$ cat src/rtl/spi_mode_master.sv
// SPI master supporting all four CPOL/CPHA modes with a per-frame mode latch,
// a delayed MISO capture for round-trip compensation and equal-delay pad registers.
module spi_mode_master #(
  parameter int unsigned CLKDIV    = 4,
  parameter int unsigned BITWIDTH  = 8,
  parameter int unsigned MSB_FIRST = 1,
  parameter int unsigned RT_DELAY  = 2
) (
  input  logic                clk,
  input  logic                rst,
  input  logic                tx_valid,
  output logic                tx_ready,
  input  logic [BITWIDTH-1:0] tx_data,
  input  logic                cpol,
  input  logic                cpha,
  output logic                rx_valid,
  output logic [BITWIDTH-1:0] rx_data,
  output logic                pad_spi_clk_o,
  output logic                pad_spi_cs_n_o,
  output logic                pad_spi_dout,
  input  logic                pad_spi_din
);

  localparam int unsigned H  = CLKDIV / 2;
  localparam int unsigned CW = $clog2(CLKDIV + 1);
  localparam int unsigned EW = $clog2(2 * BITWIDTH + 1);

  localparam logic [CW-1:0] HLast = CW'(H - 1);
  localparam logic [CW-1:0] RLast = CW'(RT_DELAY);
  localparam logic [EW-1:0] ELast = EW'(2 * BITWIDTH);

  localparam logic [2:0] IDLE  = 3'd0;
  localparam logic [2:0] LEAD  = 3'd1;
  localparam logic [2:0] XFER  = 3'd2;
  localparam logic [2:0] TRAIL = 3'd3;
  localparam logic [2:0] GAP   = 3'd4;

  logic [2:0]          state_q, state_d;
  logic [CW-1:0]       cnt_q, cnt_d;
  logic [EW-1:0]       ecnt_q, ecnt_d;
  logic                cpol_l_q, cpol_l_d, cpha_l_q, cpha_l_d;
  logic [BITWIDTH-1:0] tx_sr_q, tx_sr_d, rx_sr_q, rx_sr_d;
  logic [BITWIDTH-1:0] rx_data_q, rx_data_d;
  logic                rx_valid_q, rx_valid_d, tx_ready_q, tx_ready_d;
  logic                cs_n_q, cs_n_d, sclk_q, sclk_d, dout_q, dout_d;
  logic                pend_q, pend_d;
  logic [CW-1:0]       dly_q, dly_d;
  logic                din_q;
  logic                pad_clk_q, pad_cs_n_q, pad_dout_q;
  logic                tick, samp, drive, cap;

  function automatic logic head_bit(input logic [BITWIDTH-1:0] v);
    return (MSB_FIRST != 0) ? v[BITWIDTH-1] : v[0];
  endfunction

  function automatic logic [BITWIDTH-1:0] shift_out(input logic [BITWIDTH-1:0] v);
    return (MSB_FIRST != 0) ? {v[BITWIDTH-2:0], 1'b0} : {1'b0, v[BITWIDTH-1:1]};
  endfunction

  always_comb begin
    state_d    = state_q;
    cnt_d      = cnt_q;
    ecnt_d     = ecnt_q;
    cpol_l_d   = cpol_l_q;
    cpha_l_d   = cpha_l_q;
    tx_sr_d    = tx_sr_q;
    rx_sr_d    = rx_sr_q;
    rx_data_d  = rx_data_q;
    rx_valid_d = 1'b0;
    tx_ready_d = tx_ready_q;
    cs_n_d     = cs_n_q;
    sclk_d     = sclk_q;
    dout_d     = dout_q;
    pend_d     = pend_q;
    dly_d      = dly_q;
    tick       = 1'b0;
    samp       = 1'b0;
    drive      = 1'b0;
    cap        = 1'b0;

    case (state_q)
      IDLE: begin
        sclk_d     = cpol;
        tx_ready_d = 1'b1;
        if (tx_valid && tx_ready_q) begin
          state_d    = LEAD;
          tx_ready_d = 1'b0;
          cs_n_d     = 1'b0;
          cpol_l_d   = cpol;
          cpha_l_d   = cpha;
          cnt_d      = '0;
          tx_sr_d    = tx_data;
          // Mode with cpha=0 presents the first bit before the first SCLK edge.
          if (!cpha) begin
            dout_d  = head_bit(tx_data);
            tx_sr_d = shift_out(tx_data);
          end
        end
      end
      LEAD: begin
        if (cnt_q == HLast) begin
          state_d = XFER;
          cnt_d   = '0;
          ecnt_d  = EW'(1);
          tick    = 1'b1;
        end else begin
          cnt_d = cnt_q + CW'(1);
        end
      end
      XFER: begin
        if (cnt_q == HLast) begin
          cnt_d = '0;
          if (ecnt_q == ELast) begin
            state_d = TRAIL;
            sclk_d  = cpol_l_q;
          end else begin
            ecnt_d = ecnt_q + EW'(1);
            tick   = 1'b1;
          end
        end else begin
          cnt_d = cnt_q + CW'(1);
        end
      end
      TRAIL: begin
        if (cnt_q == HLast) begin
          state_d    = GAP;
          cnt_d      = '0;
          cs_n_d     = 1'b1;
          rx_valid_d = 1'b1;
          rx_data_d  = rx_sr_q;
        end else begin
          cnt_d = cnt_q + CW'(1);
        end
      end
      GAP: begin
        if (cnt_q == HLast) begin
          state_d    = IDLE;
          cnt_d      = '0;
          tx_ready_d = 1'b1;
        end else begin
          cnt_d = cnt_q + CW'(1);
        end
      end
      default: state_d = IDLE;
    endcase

    if (tick) begin
      sclk_d = ~sclk_q;
      if (cpha_l_q) begin
        drive = ecnt_d[0];
        samp  = ~ecnt_d[0];
      end else begin
        samp  = ecnt_d[0];
        drive = ~ecnt_d[0] && (ecnt_d != ELast);
      end
    end

    if (drive) begin
      dout_d  = head_bit(tx_sr_q);
      tx_sr_d = shift_out(tx_sr_q);
    end

    // Sample edges are 2H apart and RT_DELAY <= H, so one pending capture suffices.
    if (pend_q) begin
      if (dly_q == RLast) begin
        cap    = 1'b1;
        pend_d = 1'b0;
      end else begin
        dly_d = dly_q + CW'(1);
      end
    end
    if (samp) begin
      if (RT_DELAY == 0) begin
        cap = 1'b1;
      end else begin
        pend_d = 1'b1;
        dly_d  = CW'(1);
      end
    end

    if (cap) begin
      rx_sr_d = (MSB_FIRST != 0) ? {rx_sr_q[BITWIDTH-2:0], din_q}
                                 : {din_q, rx_sr_q[BITWIDTH-1:1]};
    end
  end

  always_ff @(posedge clk) begin
    if (rst) begin
      state_q    <= IDLE;
      cnt_q      <= '0;
      ecnt_q     <= '0;
      cpol_l_q   <= 1'b0;
      cpha_l_q   <= 1'b0;
      tx_sr_q    <= '0;
      rx_sr_q    <= '0;
      rx_data_q  <= '0;
      rx_valid_q <= 1'b0;
      tx_ready_q <= 1'b0;
      cs_n_q     <= 1'b1;
      sclk_q     <= 1'b0;
      dout_q     <= 1'b0;
      pend_q     <= 1'b0;
      dly_q      <= '0;
      din_q      <= 1'b0;
      pad_clk_q  <= 1'b0;
      pad_cs_n_q <= 1'b1;
      pad_dout_q <= 1'b0;
    end else begin
      state_q    <= state_d;
      cnt_q      <= cnt_d;
      ecnt_q     <= ecnt_d;
      cpol_l_q   <= cpol_l_d;
      cpha_l_q   <= cpha_l_d;
      tx_sr_q    <= tx_sr_d;
      rx_sr_q    <= rx_sr_d;
      rx_data_q  <= rx_data_d;
      rx_valid_q <= rx_valid_d;
      tx_ready_q <= tx_ready_d;
      cs_n_q     <= cs_n_d;
      sclk_q     <= sclk_d;
      dout_q     <= dout_d;
      pend_q     <= pend_d;
      dly_q      <= dly_d;
      din_q      <= pad_spi_din;
      pad_clk_q  <= sclk_q;
      pad_cs_n_q <= cs_n_q;
      pad_dout_q <= dout_q;
    end
  end

  assign tx_ready       = tx_ready_q;
  assign rx_valid       = rx_valid_q;
  assign rx_data        = rx_data_q;
  assign pad_spi_clk_o  = pad_clk_q;
  assign pad_spi_cs_n_o = pad_cs_n_q;
  assign pad_spi_dout   = pad_dout_q;

endmodule
$ cat config.mk
export PLATFORM = sky130hd
export DESIGN_NAME = spi_mode_master
export DESIGN_NICKNAME = d
export VERILOG_FILES = /design/src/rtl/spi_mode_master.sv
export SDC_FILE = /design/constraint.sdc
export NUM_CORES = 1
export LEC_CHECK = 0
export CORE_MARGIN = 2
export CORE_UTILIZATION = 62
export CTS_BUF_LIST = sky130_fd_sc_hd__clkbuf_4 sky130_fd_sc_hd__clkbuf_8
export DETAILED_ROUTE_END_ITERATION = 8
export PLACE_DENSITY = 0.87
export SLEW_MARGIN = 15
export SYNTH_ARGS = -nofsm -noshare
export SYNTH_HDL_FRONTEND = slang
export SYNTH_SLANG_ARGS = --single-unit
$ cat constraint.sdc
create_clock -name clk -period 3.78 [get_ports clk]
set_input_delay 0.378 -clock clk [delete_from_list [all_inputs] [get_ports clk]]
set_output_delay 0.378 -clock clk [all_outputs]
set_load 0.02 [all_outputs]
==> flow_metrics.tcl, run 1 <==
set metrics [dict create \
    dieArea_sq_mm 0.00426 \
    hold_buffers 0 \
    clock_sinks 50 \
    io_buffers 26 \
    final_max_slew_viol_count 0 \
    synth.most_common_cell "dfxtp_1" \
    skew_ns 0.0102 \
    status "finished clean" \
    synth_top_area_share_pct 43.0 \
    arrival_ns 2.74 \
    r2r.worst_path.cells 7 \
    finalSetupTns_ns 0 \
    synth_fp_nets 289 \
    cts_tree "yes" \
    grt_pass1_vias 1796 \
    setup_viol 0 \
    rr_startpoint "cnt_q[0]" \
    synth_edf_count 0 \
    grt_pass1_wl_mm 8.10 \
    cp-start-kind "flip-flop" \
    syn_area_per_cell_sq_um 8.59 \
    rows 22 \
    grt_max_degree 58 \
    rsz0062_at_grt "false" \
    hpwl_mm 3.07 \
    die_h_microns 65.3 \
    cts_resized 0 \
    drive_gt1_share_pct 5.52 \
    use_met3_pct 5.65 \
    cts_buffer_depth 2 \
    hold_start "rx_data[5]" \
    gr-usage-met2_pct 42.2 \
    multi_input_area_sq_mm 0.00122 \
    area_growth_syn_to_layout_pct 15.6 \
    path_max_fanout 9 \
    met1_usage_pct 30.4 \
    synth_seq_cells 50 \
    place_area_sq_mm 0.00257 \
    cts_buffers 5 \
    grt-ovfl-total 0 \
    vias_per_cell 5.72 \
    ys_warn_count 0 \
    gp_congestion 0.911 \
    async_flop_share_pct 0 \
    p_leak_nw 1.01 \
    period_needed_ns 2.54 \
    finalHoldViolCount 0 \
    top_usage_layer "met2" \
    fmax_mhz 394 \
    ff2ff_setup_slack_ns 1.24 \
    post-route-cell-area_sq_mm 0.00269 \
    r2r-end "dout_q" \
    netlist_top_cells_area "dfxtp_1, mux2i_1, a21oi_1, nand2_1, nor2_1" \
    grt.total_usage_pct 24.7 \
    design.final.nets 307 \
    path_class "flip-flop to flip-flop" \
    drt_iter0_drc 234 \
    antenna_found_initial 0 \
    hold_depth 2 \
    syn-instance-count 271 \
    hp-class "flip-flop to flip-flop" \
    num_io_pins 27 \
    seq_area_frac_synth_pct 43.0 \
    cts_root_buf "clkbuf_8" \
    ir_drop_v 0.000249 \
    synth_top_cell_by_area "dfxtp_1" \
    vias 1932 \
    antennaDiodeCount 0 \
    tightest_slew_ns 1.00 \
    critPathRequiredTime_ns 3.98 \
    synth_commonest_cells "dfxtp_1, nand2_1, nor2_1, a21oi_1, mux2i_1" \
    core_sq_mm 0.00363 \
    htreeDepth 2 \
    max-slew-margin-rel_pct 32.7 \
    clk_latency_ns 0.31 \
    max_cap_viol_count 0 \
    holdPathEnd "rx_data[5]" \
    end_kind "flip-flop" \
    drc 0 \
    fin_total_pwr_mw 1.06 \
    clkTransAtPathRegs_ns 0.10 \
    syn-cell-area_sq_mm 0.00233 \
    wirelength_mm 4.80 \
    power_density_mw_per_mm2 394 \
    avgRoutedWirePerCell_microns 14.2 \
    die_x_microns 65.3 \
    final.period_utilization_pct 67.2 \
    num-fill-cells 291 \
    cts_setup_buffers 0 \
    synth_ff_type "dfxtp_1" \
    ant_nets 0 \
    yosysUniqueCellTypes 42 \
    initial_utilization_pct 64.0 \
    first_pass_iters 4 \
    register_area_sq_mm 0.00100 \
]
-- metrics by stage --
step	hold slack (ns)	utilization [%]	setup WS, ns	cells
after floorplan	0.417	-	1.53	271
after global placement	0.443	70.8	1.43	330
after detailed placement	0.446	70.8	1.37	330
after CTS	0.462	74.0	1.25	338
after global routing	0.481	74.0	1.13	338
final	0.459	74.0	1.24	338
-- worst max path at each step --
stage / slack (ns) / startpoint / endpoint
detailed placement: 1.37 / state_q[2] / dout_q
global placement: 1.43 / state_q[2] / dout_q
CTS: 1.25 / cnt_q[0] / dout_q
global route: 1.13 / cnt_q[0] / dout_q
floorplan: 1.53 / state_q[2] / dout_q
finish: 1.24 / cnt_q[0] / dout_q
-- final cells by class --
type	instances	area share, %
Clock buffer	5	2.56
Clock inverter	3	1.77
Inverter	9	1.26
Multi-Input combinational cell	196	45.2
Sequential cell	50	37.2
Tap cell	48	2.23
Timing Repair Buffer	27	9.77
-- worst max-delay path: stages (launching register included) --
cell and delay, ns:
dfxtp_1 0.49, nor4b_4 0.51, nand4_1 0.16, o311a_1 0.33, a211oi_1 0.28, a41oi_1 0.15, buf_4 0.21, mux2_4 0.30
-- sequential cells by signal, summed over array words and instances (netlist names) --
register / flops
cnt_q: 3
cpha_l_q: 1
cpol_l_q: 1
cs_n_q: 1
din_q: 1
dly_q: 3
dout_q: 1
ecnt_q: 5
pad_spi_clk_o: 1
pad_spi_cs_n_o: 1
pad_spi_dout: 1
pend_q: 1
rx_data: 8
rx_sr_q: 8
rx_valid: 1
sclk_q: 1
state_q: 3
tx_ready: 1
tx_sr_q: 8
-- routing by layer --
metal | routed length (microns) | part of all wire (%)
met5 | 0 | 0
met4 | 63 | 1.3
met3 | 191 | 4.0
met2 | 2380 | 50
met1 | 2160 | 45
-- cells by family (layout without fill, tap and decap cells) --
logic type	after synthesis	in the layout	share of synthesized area, %
compound gates	56	56	15.0
fa+ha+maj	4	4	2.15
xor+xnor	4	4	1.51
mux	25	25	11.0
simple gates	107	107	22.6
flops	50	50	43.0
buf+inv	25	44	4.73
-- where the power goes --
part | leakage [nW] | internal (mW) | switching (mW)
Sequential | 0.406 | 0.544 | 0.0151
Clock | 0.0587 | 0.201 | 0.189
Combinational | 0.549 | 0.0516 | 0.0602
Total | 1.01 | 0.796 | 0.264
-- placed cells by master (no fill, tap or decap), types with 4 or more instances in the layout --
master / Yosys / final
inv_1: 9 / 9
nor2b_1: 4 / 4
mux2i_1: 23 / 23
a21oi_1: 29 / 29
nand2_1: 34 / 34
nor3_1: 7 / 7
nor2_1: 34 / 34
nand2b_1: 10 / 10
o21ai_0: 7 / 7
clkdlybuf4s50_1: 0 / 25
a211o_1: 7 / 7
clkbuf_8: 0 / 5
ha_1: 4 / 4
dfxtp_1: 50 / 50
(Power assumes the default switching activity.)
==> run 2: changes to the inputs <==
- CORE_UTILIZATION: 62 -> 52
- PLACE_DENSITY: 0.87 -> 0.78
- clock period: 3.78 -> 2.04 ns (I/O delays scaled with it)
==> flow_metrics.tcl, run 2 (same netlist as run 1, synthesis figures left out) <==
set metrics [dict create \
    status "finished clean" \
    cp-start-kind "flip-flop" \
    avgRoutedWirePerCell_microns 13.4 \
    skew_ns 0.00958 \
    clkTransAtPathRegs_ns 0.09 \
    grt_max_degree 23 \
    combPwrFrac_pct 12.7 \
    slowest_stage "or4b_4" \
    pwr-share-clk_pct 34.8 \
    rr_startpoint "cnt_q[1]" \
    num_io_pins 27 \
    end_kind "flip-flop" \
    p_leak_nw 1.16 \
    fin_total_pwr_mw 1.96 \
    vias 2031 \
    fmax_mhz 499 \
    antenna_found_initial 0 \
    core_sq_mm 0.00432 \
    path_class "flip-flop to flip-flop" \
    power_switching_mw 0.471 \
    initial_utilization_pct 53.8 \
    die_h_microns 70.9 \
    period_needed_ns 2.00 \
    grt_pass1_wl_mm 8.07 \
    gp_congestion 0.842 \
    grt.total_usage_pct 19.9 \
    hpwl_mm 3.46 \
    crit_chain "or4b_4 > nor3_4 > a311oi_2 > a41oi_2 > buf_6 > mux2i_1" \
    cts_root_buf "clkbuf_8" \
    ant_nets 0 \
    drc 0 \
    htreeDepth 2 \
    clk_latency_ns 0.31 \
    drive_gt1_share_pct 17.8 \
    multi_input_area_sq_mm 0.00127 \
    finalSetupTns_ns 0 \
    grt_pass1_vias 1867 \
    final_max_slew_viol_count 0 \
    critPathMaxStageDelay_ns 0.59 \
    crit_path_start "cnt_q[1]" \
    power_density_mw_per_mm2 661 \
    max-slew-margin-rel_pct 63.8 \
    area_growth_syn_to_layout_pct 27.8 \
    path_max_fanout 8 \
    max_cap_viol_count 0 \
    path_delay_family "simple AND/OR/NAND/NOR gates" \
    io_buffers 26 \
    critPathRequiredTime_ns 2.27 \
    dieArea_sq_mm 0.00503 \
    final_common_cell "dfxtp_1" \
    hold_start "rst" \
    cts_buffers 5 \
    cp_num_buf_inv 1 \
    grt-ovfl-total 0 \
    num-fill-cells 359 \
    layout_common_cells "dfxtp_1, nor2_1, nand2_1, a21oi_1, clkdlybuf4s50_1" \
    ir_drop_v 0.000465 \
    clock_sinks 50 \
    setup_viol 0 \
    hp-class "input pin to flip-flop" \
    rsz0062_at_grt "true" \
    cts_tree "yes" \
    internal-power_mw 1.49 \
    first_pass_iters 4 \
    final.period_utilization_pct 98.2 \
    seqPwrFrac_pct 52.5 \
    vias_per_cell 5.53 \
    tightest_slew_ns 0.542 \
    swShare_pct 24.0 \
    rows 24 \
    register_area_sq_mm 0.00101 \
    finalHoldViolCount 0 \
    wirelength_mm 4.92 \
    die_x_microns 70.9 \
    antennaDiodeCount 0 \
    drt_iter0_drc 86 \
    hold_buffers 0 \
    design.final.nets 333 \
    cts_buffer_depth 2 \
    arrival_ns 2.23 \
]
## run 2: worst paths after layout
check | to | slack, ns | cells past startpoint
min reg2reg | rx_data[2] | 0.46 | 2
max | tx_sr_q[5] | 0.04 | 6
min | rx_sr_q[2] | 0.25 | 2
max reg2reg | tx_sr_q[5] | 0.04 | 6
## run 2: metrics by stage
| stage | instances | worst slack, ns | utilization (%) | area [sq um] | hold slack [ns] |
|---|---|---|---|---|---|
| 4_1_cts | 364 | 0.0106 | 67.3 | 2910 | 0.236 |
| 2_1_floorplan | 271 | -0.137 | - | 2350 | 0.332 |
| 3_5_place_dp | 357 | -0.155 | 64.3 | 2780 | 0.437 |
| 5_1_grt | 367 | -0.0370 | 68.8 | 2970 | 0.240 |
| 6_report | 367 | 0.0364 | 68.8 | 2970 | 0.251 |
| 3_3_place_gp | 357 | -0.0542 | 64.3 | 2780 | 0.423 |
## run 2: area by class of cell
cell class	count	area share [%]
flip-flops and latches	50	33.9
well taps	52	2.19
multi-input cells	196	42.9
inverters	9	1.14
repair buffers	53	16.3
clock buffers	5	2.31
clock inverters	2	1.30
## run 2: power groups by stage
stage	clock [mW]	sequential, mW	combinational, mW
after floorplan	0	1.05	0.151
after global placement	0	1.05	0.239
after detailed placement	0	1.05	0.246
after CTS	0.690	1.03	0.248
after global routing	0.742	1.04	0.276
final	0.683	1.03	0.250
## run 2: routing by layer
metal / up-vias / part of all wire (%) / global-route usage [%]
li1: 1020 / - / -
met1: 953 / 46 / 25.1
met2: 47 / 48 / 33.7
met3: 11 / 4.2 / 5.13
met4: 0 / 1.7 / 5.66
met5: - / 0 / 0
## run 2: repair_timing
item | 4_1_cts | 5_1_grt
setup buffers | 0 | 3
hold endpoints to repair | 0 | 0
resized for setup | 4 | 13
pin swaps | 0 | 1
setup endpoints to repair | 9 | 9
==> run 3: changes to the inputs <==
- CTS_CLUSTER_DIAMETER: default -> 200
==> results of run 3 <==
Same layout as run 2: the final DEF is identical, and so are final timing and power.
